$ cat src/rtl/adma_as_atx_dispatch.sv
// adma_as_atx_dispatch
//
// Address-phase dispatcher sitting behind the DMA transaction splitter.
// Each accepted descriptor is forked into an AR and an AW master request,
// each held in its own output register until its handshake completes.
// Write bursts that have been accepted but not yet acknowledged on B are
// bounded by MAX_OUTST. B responses retire in order, and when the last
// burst of a DMA transaction is acknowledged a one-cycle tx_done pulse is
// produced, with tx_err flagging any SLVERR/DECERR seen in that transaction.
//
// Ports
//   clk, rst                       clock, synchronous active-high reset
//   arid/araddr/arlen/arburst      read burst descriptor fields
//   awid/awaddr/awlen/awburst      write burst descriptor fields
//   atx_last                       burst closes its DMA transaction
//   atx_vld / atx_rdy              descriptor handshake
//   m_ar* / m_arvalid / m_arready  AXI AR master channel
//   m_aw* / m_awvalid / m_awready  AXI AW master channel
//   m_bresp / m_bvalid / m_bready  AXI B channel
//   tx_done / tx_err               per-transaction completion pulse and error

module adma_as_atx_dispatch #(
    parameter int SRC_ADDR_W = 32,
    parameter int DST_ADDR_W = 32,
    parameter int MST_ID_W   = 5,
    parameter int ATX_LEN_W  = 8,
    parameter int MAX_OUTST  = 4
) (
    input  logic                  clk,
    input  logic                  rst,
    input  logic [MST_ID_W-1:0]   arid,
    input  logic [SRC_ADDR_W-1:0] araddr,
    input  logic [ATX_LEN_W-1:0]  arlen,
    input  logic [1:0]            arburst,
    input  logic [MST_ID_W-1:0]   awid,
    input  logic [DST_ADDR_W-1:0] awaddr,
    input  logic [ATX_LEN_W-1:0]  awlen,
    input  logic [1:0]            awburst,
    input  logic                  atx_last,
    input  logic                  atx_vld,
    output logic                  atx_rdy,
    output logic [MST_ID_W-1:0]   m_arid,
    output logic [SRC_ADDR_W-1:0] m_araddr,
    output logic [ATX_LEN_W-1:0]  m_arlen,
    output logic [1:0]            m_arburst,
    output logic                  m_arvalid,
    input  logic                  m_arready,
    output logic [MST_ID_W-1:0]   m_awid,
    output logic [DST_ADDR_W-1:0] m_awaddr,
    output logic [ATX_LEN_W-1:0]  m_awlen,
    output logic [1:0]            m_awburst,
    output logic                  m_awvalid,
    input  logic                  m_awready,
    input  logic [1:0]            m_bresp,
    input  logic                  m_bvalid,
    output logic                  m_bready,
    output logic                  tx_done,
    output logic                  tx_err
);

    localparam int OUTST_W = $clog2(MAX_OUTST + 1);
    // The last-flag FIFO is sized to the full index range of the outstanding
    // counter so it can be indexed directly by it; only the lowest MAX_OUTST
    // entries ever hold live flags.
    localparam int FIFO_N  = 1 << OUTST_W;

    logic [MST_ID_W-1:0]   arid_q,    arid_d;
    logic [SRC_ADDR_W-1:0] araddr_q,  araddr_d;
    logic [ATX_LEN_W-1:0]  arlen_q,   arlen_d;
    logic [1:0]            arburst_q, arburst_d;
    logic                  ar_pend_q, ar_pend_d;

    logic [MST_ID_W-1:0]   awid_q,    awid_d;
    logic [DST_ADDR_W-1:0] awaddr_q,  awaddr_d;
    logic [ATX_LEN_W-1:0]  awlen_q,   awlen_d;
    logic [1:0]            awburst_q, awburst_d;
    logic                  aw_pend_q, aw_pend_d;

    logic [OUTST_W-1:0]    outst_cnt_q, outst_cnt_d;
    logic [FIFO_N-1:0]     fifo_q,      fifo_d;
    logic                  err_acc_q,   err_acc_d;
    logic                  tx_done_q,   tx_done_d;
    logic                  tx_err_q,    tx_err_d;

    logic                  ar_free;
    logic                  aw_free;
    logic                  below_lim;
    logic                  accept;
    logic                  b_hs;
    logic                  err_e;
    logic [OUTST_W-1:0]    push_idx;
    logic                  unused_bresp0;

    assign unused_bresp0 = m_bresp[0];

    assign ar_free   = ~ar_pend_q | m_arready;
    assign aw_free   = ~aw_pend_q | m_awready;
    assign below_lim = outst_cnt_q < OUTST_W'(MAX_OUTST);
    assign atx_rdy   = ar_free & aw_free & below_lim;
    assign accept    = atx_vld & atx_rdy;
    assign m_bready  = (outst_cnt_q != '0);
    assign b_hs      = m_bvalid & m_bready;
    assign err_e     = err_acc_q | m_bresp[1];
    // On a simultaneous pop the queue shifts down first, so the new flag
    // lands one slot lower.
    assign push_idx  = outst_cnt_q - OUTST_W'(b_hs);

    always_comb begin
        arid_d      = arid_q;
        araddr_d    = araddr_q;
        arlen_d     = arlen_q;
        arburst_d   = arburst_q;
        ar_pend_d   = ar_pend_q;
        awid_d      = awid_q;
        awaddr_d    = awaddr_q;
        awlen_d     = awlen_q;
        awburst_d   = awburst_q;
        aw_pend_d   = aw_pend_q;
        outst_cnt_d = outst_cnt_q;
        fifo_d      = fifo_q;
        err_acc_d   = err_acc_q;
        tx_done_d   = 1'b0;
        tx_err_d    = 1'b0;

        if (m_arready) ar_pend_d = 1'b0;
        if (m_awready) aw_pend_d = 1'b0;

        if (accept) begin
            arid_d    = arid;
            araddr_d  = araddr;
            arlen_d   = arlen;
            arburst_d = arburst;
            ar_pend_d = 1'b1;
            awid_d    = awid;
            awaddr_d  = awaddr;
            awlen_d   = awlen;
            awburst_d = awburst;
            aw_pend_d = 1'b1;
        end

        if (b_hs) begin
            fifo_d = fifo_q >> 1;
            if (fifo_q[0]) begin
                tx_done_d = 1'b1;
                tx_err_d  = err_e;
                err_acc_d = 1'b0;
            end else begin
                err_acc_d = err_e;
            end
        end

        if (accept) fifo_d[push_idx] = atx_last;

        if (accept && !b_hs)      outst_cnt_d = outst_cnt_q + 1'b1;
        else if (!accept && b_hs) outst_cnt_d = outst_cnt_q - 1'b1;
    end

    always_ff @(posedge clk) begin
        if (rst) begin
            arid_q      <= '0;
            araddr_q    <= '0;
            arlen_q     <= '0;
            arburst_q   <= '0;
            ar_pend_q   <= 1'b0;
            awid_q      <= '0;
            awaddr_q    <= '0;
            awlen_q     <= '0;
            awburst_q   <= '0;
            aw_pend_q   <= 1'b0;
            outst_cnt_q <= '0;
            fifo_q      <= '0;
            err_acc_q   <= 1'b0;
            tx_done_q   <= 1'b0;
            tx_err_q    <= 1'b0;
        end else begin
            arid_q      <= arid_d;
            araddr_q    <= araddr_d;
            arlen_q     <= arlen_d;
            arburst_q   <= arburst_d;
            ar_pend_q   <= ar_pend_d;
            awid_q      <= awid_d;
            awaddr_q    <= awaddr_d;
            awlen_q     <= awlen_d;
            awburst_q   <= awburst_d;
            aw_pend_q   <= aw_pend_d;
            outst_cnt_q <= outst_cnt_d;
            fifo_q      <= fifo_d;
            err_acc_q   <= err_acc_d;
            tx_done_q   <= tx_done_d;
            tx_err_q    <= tx_err_d;
        end
    end

    assign m_arid    = arid_q;
    assign m_araddr  = araddr_q;
    assign m_arlen   = arlen_q;
    assign m_arburst = arburst_q;
    assign m_arvalid = ar_pend_q;
    assign m_awid    = awid_q;
    assign m_awaddr  = awaddr_q;
    assign m_awlen   = awlen_q;
    assign m_awburst = awburst_q;
    assign m_awvalid = aw_pend_q;
    assign tx_done   = tx_done_q;
    assign tx_err    = tx_err_q;

endmodule

$ cat config.mk
export PLATFORM = sky130hd
export DESIGN_NAME = adma_as_atx_dispatch
export DESIGN_NICKNAME = d
export VERILOG_FILES = /design/src/rtl/adma_as_atx_dispatch.sv
export SDC_FILE = /design/constraint.sdc
export NUM_CORES = 1
export LEC_CHECK = 0
export ABC_CLOCK_PERIOD_IN_PS = 2700
export CAP_MARGIN = 20
export CELL_PAD_IN_SITES_DETAIL_PLACEMENT = 1
export CELL_PAD_IN_SITES_GLOBAL_PLACEMENT = 1
export CORE_ASPECT_RATIO = 1.25
export CORE_MARGIN = 5
export CORE_UTILIZATION = 28
export DETAILED_ROUTE_END_ITERATION = 10
export MAX_ROUTING_LAYER = met4
export PLACE_DENSITY = 0.82
export SYNTH_ARGS = -nofsm -noshare
export SYNTH_HDL_FRONTEND = slang
export SYNTH_SLANG_ARGS = --single-unit
$ cat constraint.sdc
create_clock -name clk -period 2.7 [get_ports clk]
set_input_delay 0.405 -clock clk [delete_from_list [all_inputs] [get_ports clk]]
set_output_delay 0.405 -clock clk [all_outputs]
set_load 0.005 [all_outputs]
==> flow_summary.json <==
{
  "fraction_of_final_layout_cells_with_drive_strength_greater_than_1": 0.04317,
  "worstReg2RegEnd": "fifo_q[5]$_SDFF_PP0_",
  "clock-skew-final_ps": 7.251,
  "grt.met2_usage": 0.3045,
  "synthCells": 505,
  "finalHoldViolations": 0,
  "power.density_mw_per_mm2": 728.8,
  "maxCapViolations": 0,
  "final_net_count": 798,
  "row_count": 49,
  "synth-seq-cells": 110,
  "viasPerCell": 4.714,
  "hold_path.startpoint": "m_araddr[28]$_SDFFE_PP0N_",
  "whs_path_depth": 2,
  "max-clock-path-buffers": 2,
  "core_area_mm2": 0.01429,
  "dr.first_iter.drc_count": 162,
  "clock_tree.root_cell": "sky130_fd_sc_hd__clkbuf_16",
  "share_of_the_synthesized_area_in_the_top_cell_type": 0.5430,
  "cts.sink_count": 110,
  "place_inst": 858,
  "clk_pin_slew_worst_paths_ps": 80,
  "die_height_um": 144.6,
  "gpl.final_weighted_congestion": 0.7762,
  "power.leakage_nw": 2.346,
  "routed_wl_mm": 14.21,
  "cts_tree": "yes",
  "grt_overflow_total": 0,
  "syn-mean-instance-area_um2": 8.030,
  "synth-seq-area-share": 0.5430,
  "globalRoute.busiestLayer": "met2",
  "run_status": "finished, final reports clean",
  "period_share": 0.8568,
  "layout.cells.most_common": "sky130_fd_sc_hd__nand2_1",
  "clock_latency_ps": 330,
  "gr-usage-met3": 0.04890,
  "report.final.slew_viol_count": 0,
  "crit_fanout": 62,
  "synth_edf_count": 0,
  "max_clock_freq_mhz": 432.3,
  "post_cts.resized_instances": 0,
  "sum_of_net_half_perimeters_after_detailed_placement_mm": 10.50,
  "track_usage": 0.1651,
  "detailedRoute.firstPassIterationCount": 4,
  "count_of_synthesis_stage_warnings_from_yosys": 0,
  "hold_path_class": "flip-flop to flip-flop",
  "worst_rel_slew_slack": 0.3369,
  "area_growth_syn_to_layout_pct": 59.86,
  "rsz0062_at_grt": "false",
  "cts_buffers": 9,
  "wire_length_of_the_first_global_routing_pass_mm": 22.41,
  "peakVddDrop_uv": 389.3,
  "grt_pass1_vias": 4491,
  "yosys-top-cells-area": "sky130_fd_sc_hd__dfxtp_1 54%, sky130_fd_sc_hd__nand2_1 19%, sky130_fd_sc_hd__a21oi_1 12%, sky130_fd_sc_hd__buf_2 1.7%, sky130_fd_sc_hd__clkbuf_1 1.5%",
  "ff2ff_setup_slack_ps": 480,
  "nFillCells": 1686,
  "grt_start_max_net_pins": 97,
  "r2r.worst_path.cells": 6,
  "post-cts-setup-buffer-count": 0,
  "drc": 0,
  "count_of_distinct_cell_types_in_the_synthesized_netlist": 37,
  "num_io_pins": 203,
  "timing.setup.tns_ps": 0,
  "routed-via-count": 4115,
  "antenna_cells": 0,
  "timing.critical_path.required_ps": 2960,
  "synth.cell_area_mm2": 0.004055,
  "setup_violations": 0,
  "globalRouteMet1Util": 0.1653,
  "wl_per_cell_um": 16.27,
  "post_layout_nonfiller_instances": 873,
  "initial_utilization": 0.2839,
  "layout_min_cycle_time_ps": 2313,
  "startpoint_type": "input pin",
  "layout_common_cells": "206 x sky130_fd_sc_hd__nand2_1, 200 x sky130_fd_sc_hd__clkdlybuf4s50_1, 110 x sky130_fd_sc_hd__dfxtp_1, 99 x sky130_fd_sc_hd__a21oi_1",
  "final_antenna_net_count": 0,
  "postSynth.asyncResetShare": 0,
  "cts.hold.buffers_added": 0,
  "cp_data_arrival_time_ps": 2570,
  "antenna_found_initial": 0,
  "timing.setup.critical_path_class": "input pin to flip-flop",
  "port_buffers": 201,
  "die_width_um": 117.6,
  "postSynthNetCount": 612,
  "cts-htree-levels": 3,
  "dieArea_mm2": 0.01700,
  "synthDominantAreaCellType": "sky130_fd_sc_hd__dfxtp_1",
  "worst_r2r_startpoint": "outst_cnt_q[2]$_SDFFE_PP0P_",
  "hold_end": "m_araddr[28]$_SDFFE_PP0N_",
  "synth-main-ff-cell": "sky130_fd_sc_hd__dfxtp_1",
  "end_kind": "flip-flop",
  "max_slew.worst_pin.slew_ps": 994.7
}
==> final cells by class <==
| class | count | area, µm² | area share |
|---|---|---|---|
| repair buffers | 210 | 2090 | 0.3223 |
| multi-input cells | 355 | 1674 | 0.2583 |
| clock inverters | 4 | 32.53 | 0.005018 |
| clock buffers | 11 | 242.7 | 0.03744 |
| flip-flops and latches | 110 | 2202 | 0.3397 |
| well taps | 178 | 222.7 | 0.03436 |
| inverters | 5 | 18.77 | 0.002895 |
==> per-layer routing <==
metal	up-vias	share of wire
li1	2018	-
met4	0	0.024
met5	-	0
met1	1930	0.38
met3	29	0.066
met2	138	0.53
==> report_power, final <==
| part | internal (W) | total, W | switching [W] |
|---|---|---|---|
| combinational | 0.000743 | 0.00147 | 0.000727 |
| sequential | 0.00186 | 0.00200 | 0.000141 |
| clock | 0.000653 | 0.00125 | 0.000601 |
| total | 0.00326 | 0.00472 | 0.00147 |
==> worst max-delay path, stage by stage <==
cell                              delay (ps)
sky130_fd_sc_hd__clkdlybuf4s50_1         460
sky130_fd_sc_hd__nor2b_4                 210
sky130_fd_sc_hd__nand3_4                  90
sky130_fd_sc_hd__inv_2                    70
sky130_fd_sc_hd__buf_4                   520
sky130_fd_sc_hd__buf_4                   480
sky130_fd_sc_hd__nand2_1                 110
sky130_fd_sc_hd__a21oi_1                 160
==> registers in the layout (all words and copies together) (netlist names), 2 cells and up <==
register / flops
m_awid: 5
m_arid: 5
m_araddr: 32
m_arburst: 2
m_awburst: 2
outst_cnt_q: 3
m_arlen: 8
m_awlen: 8
m_awaddr: 32
fifo_q: 8
==> worst max-delay path by stage <==
stage | startpoint | endpoint | slack [ps]
finish | atx_vld | m_awaddr[15]$_SDFFE_PP0N_ | 390
global route | m_awready | m_awlen[7]$_SDFFE_PP0N_ | 250
CTS | atx_vld | m_awaddr[15]$_SDFFE_PP0N_ | 390
detailed placement | atx_vld | m_awaddr[15]$_SDFFE_PP0N_ | 30
global placement | atx_vld | m_araddr[9]$_SDFFE_PP0N_ | 140
floorplan | m_awready | outst_cnt_q[2]$_SDFFE_PP0P_ | 390
==> Yosys cell counts, drive strengths merged (3+ instances only) <==
cell,instances
nand2,206
dfxtp,110
a21oi,99
buf,19
clkbuf,16
nor2,8
a311oi,7
or3,5
inv,4
ha,3
nand4,3
nor4,3
xor2,3
==> cells by family after synthesis <==
| family | share of synthesized area |
|---|---|
| muxes | 0.002468 |
| adders and majority gates | 0.01419 |
| DFF | 0.5430 |
| xor gates and xnor gates | 0.008641 |
| AOI/OAI and AO/OA | 0.1463 |
| and+or+nand+nor | 0.2394 |
| buffers and inverters | 0.04597 |
==> stage by stage <==
stage          hold WS [ps]  utilization  instance area [µm²]  worst slack, ps  power (W)
2_1_floorplan         436.7            -                 4055            393.6   0.002743
3_3_place_gp          440.7       0.4345                 6207            143.1   0.003447
3_5_place_dp          449.2       0.4345                 6207            26.41   0.003529
4_1_cts               459.9       0.4538                 6482            393.0   0.004808
5_1_grt               475.7       0.4538                 6482            247.5   0.005036
6_report              456.8       0.4538                 6482            386.6   0.004725
Note: power is estimated with default switching activity, not from simulation.
